### config.mk
export PLATFORM = sky130hd
export DESIGN_NAME = saltos_pc_pila
export DESIGN_NICKNAME = d
export VERILOG_FILES = /design/src/rtl/saltos_pkg.sv /design/src/rtl/saltos_pila_ret.sv /design/src/rtl/saltos_pc_pila.sv
export SDC_FILE = /design/constraint.sdc
export NUM_CORES = 1
export LEC_CHECK = 0
export BUFFER_PORTS_ARGS = -buffer_cell sky130_fd_sc_hd__buf_4
export CAP_MARGIN = 20
export CORE_ASPECT_RATIO = 0.5
export CORE_MARGIN = 5
export CORE_UTILIZATION = 30
export CTS_CLUSTER_DIAMETER = 120
export CTS_CLUSTER_SIZE = 24
export DETAILED_ROUTE_END_ITERATION = 12
export GPL_TIMING_DRIVEN = 0
export PLACE_DENSITY = 0.48
export SLEW_MARGIN = 0
export SYNTH_ARGS = -nofsm -noshare
export SYNTH_HDL_FRONTEND = slang
export SYNTH_SLANG_ARGS = --single-unit
export TNS_END_PERCENT = 20
### constraint.sdc
create_clock -name i_Clk -period 2.2 [get_ports i_Clk]
set_input_delay 0.44 -clock i_Clk [delete_from_list [all_inputs] [get_ports i_Clk]]
set_output_delay 0.44 -clock i_Clk [all_outputs]
set_load 0.005 [all_outputs]
### src/rtl/saltos_pkg.sv
// Shared definitions for the branch/PC unit: jump codes, PC-source
// encodings, control states and ALU flag bit positions.
package saltos_pkg;

  // Jump/branch codes driven by the control unit
  localparam logic [3:0] COD_NOP  = 4'b0000;
  localparam logic [3:0] COD_JMP  = 4'b0001;
  localparam logic [3:0] COD_JZ   = 4'b0010;
  localparam logic [3:0] COD_JNZ  = 4'b0011;
  localparam logic [3:0] COD_JC   = 4'b0100;
  localparam logic [3:0] COD_JNC  = 4'b0101;
  localparam logic [3:0] COD_JN   = 4'b0110;
  localparam logic [3:0] COD_JNN  = 4'b0111;
  localparam logic [3:0] COD_CALL = 4'b1000;
  localparam logic [3:0] COD_RET  = 4'b1001;
  localparam logic [3:0] COD_BRA  = 4'b1010;
  localparam logic [3:0] COD_BRZ  = 4'b1011;
  localparam logic [3:0] COD_HALT = 4'b1100;

  // Source of the most recent PC update
  localparam logic [1:0] SEL_SEQ = 2'b00;
  localparam logic [1:0] SEL_ABS = 2'b01;
  localparam logic [1:0] SEL_REL = 2'b10;
  localparam logic [1:0] SEL_RET = 2'b11;

  // Control states; HALT and FAULT are only left through reset
  typedef enum logic [1:0] {
    ST_RUN   = 2'd0,
    ST_HALT  = 2'd1,
    ST_FAULT = 2'd2
  } estado_t;

  // Bit positions inside the ALU status flags
  localparam int BAN_Z = 0;
  localparam int BAN_C = 1;
  localparam int BAN_N = 2;

endpackage

### src/rtl/saltos_pila_ret.sv
// Return-address LIFO for the branch/PC unit. Register array with a
// level counter that doubles as the write pointer. Push on a full stack
// and pop on an empty one are ignored here; the caller turns them into
// a fault. Contents are not reset, only the level counter is.
module saltos_pila_ret
  import saltos_pkg::*;
#(
  parameter int ADDR_W      = 8,
  parameter int STACK_DEPTH = 4,
  localparam int IDX_W      = $clog2(STACK_DEPTH),
  localparam int LVL_W      = $clog2(STACK_DEPTH) + 1
) (
  input  logic              clk,
  input  logic              rst,
  input  logic              push,
  input  logic              pop,
  input  logic [ADDR_W-1:0] data_in,
  output logic [ADDR_W-1:0] data_out,
  output logic [LVL_W-1:0]  level,
  output logic              full,
  output logic              empty
);

  logic [ADDR_W-1:0] mem [STACK_DEPTH];
  logic [IDX_W-1:0]  wr_idx;
  logic [IDX_W-1:0]  rd_idx;

  // Next free slot is the level itself; top of stack sits one below it
  assign wr_idx   = level[IDX_W-1:0];
  assign rd_idx   = wr_idx - IDX_W'(1);
  assign data_out = mem[rd_idx];
  assign full     = (level == LVL_W'(STACK_DEPTH));
  assign empty    = (level == '0);

  // Occupancy counter; async reset empties the stack, discarding any push in flight
  always_ff @(posedge clk or posedge rst) begin
    if (rst) begin
      level <= '0;
    end else if (push && !full) begin
      level <= level + LVL_W'(1);
    end else if (pop && !empty) begin
      level <= level - LVL_W'(1);
    end
  end

  // Storage array, written only on an accepted push
  always_ff @(posedge clk) begin
    if (push && !full) begin
      mem[wr_idx] <= data_in;
    end
  end

endmodule

### src/rtl/saltos_pc_pila.sv
// Registered branch/PC unit for the teaching microprocessor. Owns the
// program counter, evaluates the 4-bit jump code against the Z/C/N flags,
// and supports CALL/RET through a return-address stack, a HALT state and
// a sticky FAULT state (stack overflow/underflow).
// Build option: define SALTOS_RELATIVOS_EN to enable the PC-relative codes
// BRA/BRZ; without it those codes run as NOP and no relative adder exists.
module saltos_pc_pila
  import saltos_pkg::*;
#(
  parameter int ADDR_W      = 8,
  parameter int STACK_DEPTH = 4,
  parameter int RESET_PC    = 0,
  localparam int LVL_W      = $clog2(STACK_DEPTH) + 1
) (
  input  logic              i_Clk,
  input  logic              i_Reset,
  input  logic              i_Enable,
  input  logic [3:0]        i_Control_Salto,
  input  logic [2:0]        i_BanEstado,
  input  logic [ADDR_W-1:0] i_Dir_Salto,
  output logic [ADDR_W-1:0] o_PC,
  output logic [1:0]        o_Salto_PC,
  output logic              o_Salto_Tomado,
  output logic [LVL_W-1:0]  o_Pila_Nivel,
  output logic              o_Halt,
  output logic              o_Error
);

  localparam logic [ADDR_W-1:0] PC_INI = ADDR_W'(RESET_PC);

  estado_t           estado;
  estado_t           estado_sig;
  logic [ADDR_W-1:0] pc;
  logic [ADDR_W-1:0] pc_sig;
  logic [ADDR_W-1:0] pc_inc;
  logic [1:0]        sel;
  logic [1:0]        sel_sig;
  logic              tomado;
  logic              tomado_sig;
  logic              ejecuta;

  logic              push;
  logic              pop;
  logic [ADDR_W-1:0] pila_out;
  logic              pila_llena;
  logic              pila_vacia;

  // Conditional absolute jumps: decide whether the code is taken for these flags
  function automatic logic cond_ok(input logic [3:0] cod, input logic [2:0] ban);
    case (cod)
      COD_JMP: cond_ok = 1'b1;
      COD_JZ:  cond_ok = ban[BAN_Z];
      COD_JNZ: cond_ok = !ban[BAN_Z];
      COD_JC:  cond_ok = ban[BAN_C];
      COD_JNC: cond_ok = !ban[BAN_C];
      COD_JN:  cond_ok = ban[BAN_N];
      COD_JNN: cond_ok = !ban[BAN_N];
      default: cond_ok = 1'b0;
    endcase
  endfunction

  // Sequential successor wraps modulo 2^ADDR_W
  assign pc_inc  = pc + ADDR_W'(1);
  assign ejecuta = i_Enable && (estado == ST_RUN);

`ifdef SALTOS_RELATIVOS_EN
  logic [ADDR_W-1:0] pc_rel;
  // Offset is already ADDR_W wide, so modulo addition is its sign extension
  assign pc_rel = pc + i_Dir_Salto;
`endif

  saltos_pila_ret #(
    .ADDR_W      (ADDR_W),
    .STACK_DEPTH (STACK_DEPTH)
  ) u_pila (
    .clk      (i_Clk),
    .rst      (i_Reset),
    .push     (push),
    .pop      (pop),
    .data_in  (pc_inc),
    .data_out (pila_out),
    .level    (o_Pila_Nivel),
    .full     (pila_llena),
    .empty    (pila_vacia)
  );

  // Decode the current code into next PC, PC source, taken pulse, stack ops and state
  always_comb begin
    pc_sig     = pc;
    sel_sig    = sel;
    tomado_sig = 1'b0;
    estado_sig = estado;
    push       = 1'b0;
    pop        = 1'b0;
    if (ejecuta) begin
      pc_sig  = pc_inc;
      sel_sig = SEL_SEQ;
      case (i_Control_Salto)
        COD_JMP, COD_JZ, COD_JNZ, COD_JC, COD_JNC, COD_JN, COD_JNN: begin
          if (cond_ok(i_Control_Salto, i_BanEstado)) begin
            pc_sig     = i_Dir_Salto;
            sel_sig    = SEL_ABS;
            tomado_sig = 1'b1;
          end
        end
        COD_CALL: begin
          if (pila_llena) begin
            pc_sig     = pc;
            sel_sig    = sel;
            estado_sig = ST_FAULT;
          end else begin
            push       = 1'b1;
            pc_sig     = i_Dir_Salto;
            sel_sig    = SEL_ABS;
            tomado_sig = 1'b1;
          end
        end
        COD_RET: begin
          if (pila_vacia) begin
            pc_sig     = pc;
            sel_sig    = sel;
            estado_sig = ST_FAULT;
          end else begin
            pop        = 1'b1;
            pc_sig     = pila_out;
            sel_sig    = SEL_RET;
            tomado_sig = 1'b1;
          end
        end
`ifdef SALTOS_RELATIVOS_EN
        COD_BRA: begin
          pc_sig     = pc_rel;
          sel_sig    = SEL_REL;
          tomado_sig = 1'b1;
        end
        COD_BRZ: begin
          if (i_BanEstado[BAN_Z]) begin
            pc_sig     = pc_rel;
            sel_sig    = SEL_REL;
            tomado_sig = 1'b1;
          end
        end
`endif
        COD_HALT: begin
          pc_sig     = pc;
          sel_sig    = sel;
          estado_sig = ST_HALT;
        end
        default: ;
      endcase
    end
  end

  // State, PC and PC-source registers; all outputs update on the same edge
  always_ff @(posedge i_Clk or posedge i_Reset) begin
    if (i_Reset) begin
      estado <= ST_RUN;
      pc     <= PC_INI;
      sel    <= SEL_SEQ;
      tomado <= 1'b0;
    end else begin
      estado <= estado_sig;
      pc     <= pc_sig;
      sel    <= sel_sig;
      tomado <= tomado_sig;
    end
  end

  assign o_PC           = pc;
  assign o_Salto_PC     = sel;
  assign o_Salto_Tomado = tomado;
  assign o_Halt         = (estado != ST_RUN);
  assign o_Error        = (estado == ST_FAULT);

endmodule

==> results_dict.tcl <==
set metrics [dict create \
    ant_nets 0 \
    antenna_cells 0 \
    yosysSeqAreaShare_pct 53.00 \
    syn_area_sq_mm 0.002569 \
    max_freq_mhz 484.4 \
    setup_tns_ps 0 \
    clkTransAtPathRegs_ps 70 \
    yosysMostFrequentCell "edfxtp_1" \
    grt_overflow 0 \
    hold_violations 0 \
    synth_nets 242 \
    combPwrFrac_pct 42.4 \
    ir_drop_mv 0.3365 \
    crit_type "reg2reg" \
    numPortBuffers 33 \
    synth_ff_type "edfxtp_1" \
    synth-seq-cells 48 \
    drt-initial-drc-count 96 \
    power_density_mw_per_mm2 1214 \
    outcome "finished, final reports clean" \
    die_h_um 75.43 \
    yosysTopAreaCell "edfxtp_1" \
    worst-path-max-fanout 10 \
    synth_top_area_share_pct 37.41 \
    p_clk_share_pct 20.8 \
    cts_buffers 5 \
    period_minus_slack_ps 2064 \
    r2r_cells 6 \
    ff_latch_area_sq_mm 0.001364 \
    cp-start-kind "flip-flop" \
    dieArea_sq_mm 0.01063 \
    syn2layout_area_growth_pct 23.77 \
    synth.avg_cell_area_sq_um 11.78 \
    p_seq_share_pct 36.8 \
    num_vias 1833 \
    antenna_found_initial 0 \
    worstPathArrival_ps 2230 \
    grt_pass1_wl_um 10010 \
    crit_buf_inv 2 \
    htree_levels 2 \
    fin_util_pct 38.90 \
    cts_root_buf "clkbuf_16" \
    ios 34 \
    max_slew_margin_pct 51.45 \
    fill_cells 820 \
    clkSinkCount 48 \
    crit_chain "inv_1, ha_2, buf_6, mux4_2, a222oi_1, a21oi_1" \
    ys_types 53 \
    p_sw_share_pct 36.07 \
    clk_latency_ps 290 \
    fin_crit_sh_pct 93.84 \
    synth_common_cells "edfxtp_1, nor2_1, dfrtp_1" \
    timing.clock.skew_ps 6.543 \
    ys.warnings.count 0 \
    ys_top_cells_by_area "edfxtp_1, dfrtp_1, mux2i_1, nor2_1, ha_1" \
    crit_required_ps 2370 \
    crit_slowest_cell "ha_2" \
    cp_top_family "adder cells" \
    power.internal_uw 2467 \
    cts_hold_buf 0 \
    final_nets 284 \
    grt_max_degree 17 \
    gp_congestion 0.7383 \
    drive_above_1_share_pct 27.20 \
    clockBufferDepth 2 \
    async_reset_ff_share_pct 33.33 \
    fin_cells 373 \
    dp_cells 363 \
    place_ws_ps -479.7 \
    initial_core_util_pct 31.43 \
    rsz0062_at_grt "false" \
    slew_violations 0 \
    p_leak_uw 0.001237 \
    fin_ws_ps 135.6 \
    syn_inst 218 \
    dp_hpwl_um 4600 \
    hp-class "in2async" \
    grt_use_total_pct 12.40 \
    drc 0 \
    finalSetupViolCount 0 \
    p_sw_uw 1392 \
    post_drt_via_cell_ratio 4.914 \
    slowest_delay_ps 490 \
    design_power_total_uw 3859 \
    wl_per_cell_um 17.16 \
    finalWirelength_um 6402 \
    worst_slew_pin_slew_ps 727.4 \
    critPathCaptureType "flip-flop" \
    max-cap-violations 0 \
    first_global_vias 1842 \
    synth-edff-count 32 \
    crit_cells 6 \
    core_sq_mm 0.008173 \
    multi_input_area_sq_mm 0.001151 \
    dr.pass1.iters 4 \
    rows 23 \
    dieWidth_um 140.9 \
    cts_tree "done" \
]
worst reg2reg max path: cells and delay by family, from the launching register on:
kind	cells	cell delay, ps
buffers and inverters	2	310
multiplexers	1	310
AO/OA/AOI/OAI	2	420
adder cells (fa/ha/maj)	1	490
flip-flops	1	420
cell type report:
type / instances / area share (%)
flip-flops and latches: 48 / 42.90
multi-input cells: 149 / 36.21
repair buffers: 36 / 8.501
well taps: 112 / 4.408
clock buffers: 6 / 4.368
plain buffers: 9 / 1.889
inverters: 11 / 1.299
clock inverters: 2 / 0.4329
per-stage QoR:
step / area (sq um) / hold slack, ps
global placement: 2968 / 483.7
detailed placement: 2968 / 488.4
global route: 3179 / 340.5
finish: 3179 / 274.1
floorplan: 2580 / 353.7
CTS: 3169 / 302.9
cell usage in the layout, fill, tap and decap left out, drive strengths merged, types with 2 or more instances in the layout:
master   n
a211oi   2
a21boi   2
a21oi   10
a221oi   5
a22oi    5
a31oi    2
and2     6
and3     2
buf     43
clkbuf   8
dfrtp   16
edfxtp  32
ha       5
inv     12
mux2i   16
nand2   14
nand2b   2
nand3    5
nor2    18
nor2b    9
nor3     2
nor3b    3
o211ai   2
o21a     2
o21ai    5
o21bai   2
o22a     3
o22ai    3
o41ai    2
xnor2    7
xor2     2
sequential cells by signal (all words and copies together) (netlist names):
name / count
o_Salto_PC: 2
u_pila.mem: 32
o_Salto_Tomado: 1
u_pila.level: 3
o_PC: 8
estado: 2
cell families (layout without fill, tap and decap cells):
logic type	count (synthesis)	in the layout	synth area share, %
AND/OR/NAND/NOR	66	66	13.64
AO/OA/AOI/OAI	50	50	15.20
adder cells (fa/ha/maj)	6	6	3.215
multiplexers	18	18	8.037
flip-flops	48	48	53.00
XOR/XNOR	9	9	3.069
buffers and inverters	21	64	3.848
per-layer routing:
metal / track usage, % / wire length, um / vias up
li1: - / - / 896
met1: 16.83 / 3169 / 896
met2: 21.13 / 2909 / 34
met3: 2.069 / 242 / 7
met4: 3.222 / 80 / 0
met5: 0 / 0 / -
power groups by stage:
stage          sequential (uW)  clock [uW]  combinational (uW)
3_5_place_dp              1460           0                1570
6_report                  1420         803                1640
2_1_floorplan             1420           0                1020
3_3_place_gp              1460           0                1550
5_1_grt                   1440         855                1810
4_1_cts                   1410         808                1660
path summary, 6_finish.rpt:
kind	startpoint	end	slack, ps
max in group asynchronous	i_Reset	u_pila.level[0]	1420
setup reg to reg	u_pila.level[1]	o_PC[7]	140
hold reg to reg	o_Salto_PC[1]	o_Salto_PC[1]	500
min in group i_Clk	i_Dir_Salto[3]	o_PC[3]	390
hold / removal	i_Reset	u_pila.level[2]	270
setup / recovery	u_pila.level[1]	o_PC[7]	140
repair_timing:
action,4_1_cts,5_1_grt
endpoints found under the setup margin,43,7
buffers inserted,3,0
pin swaps,2,0
gates resized for setup,5,8
(Power assumes the default switching activity.)
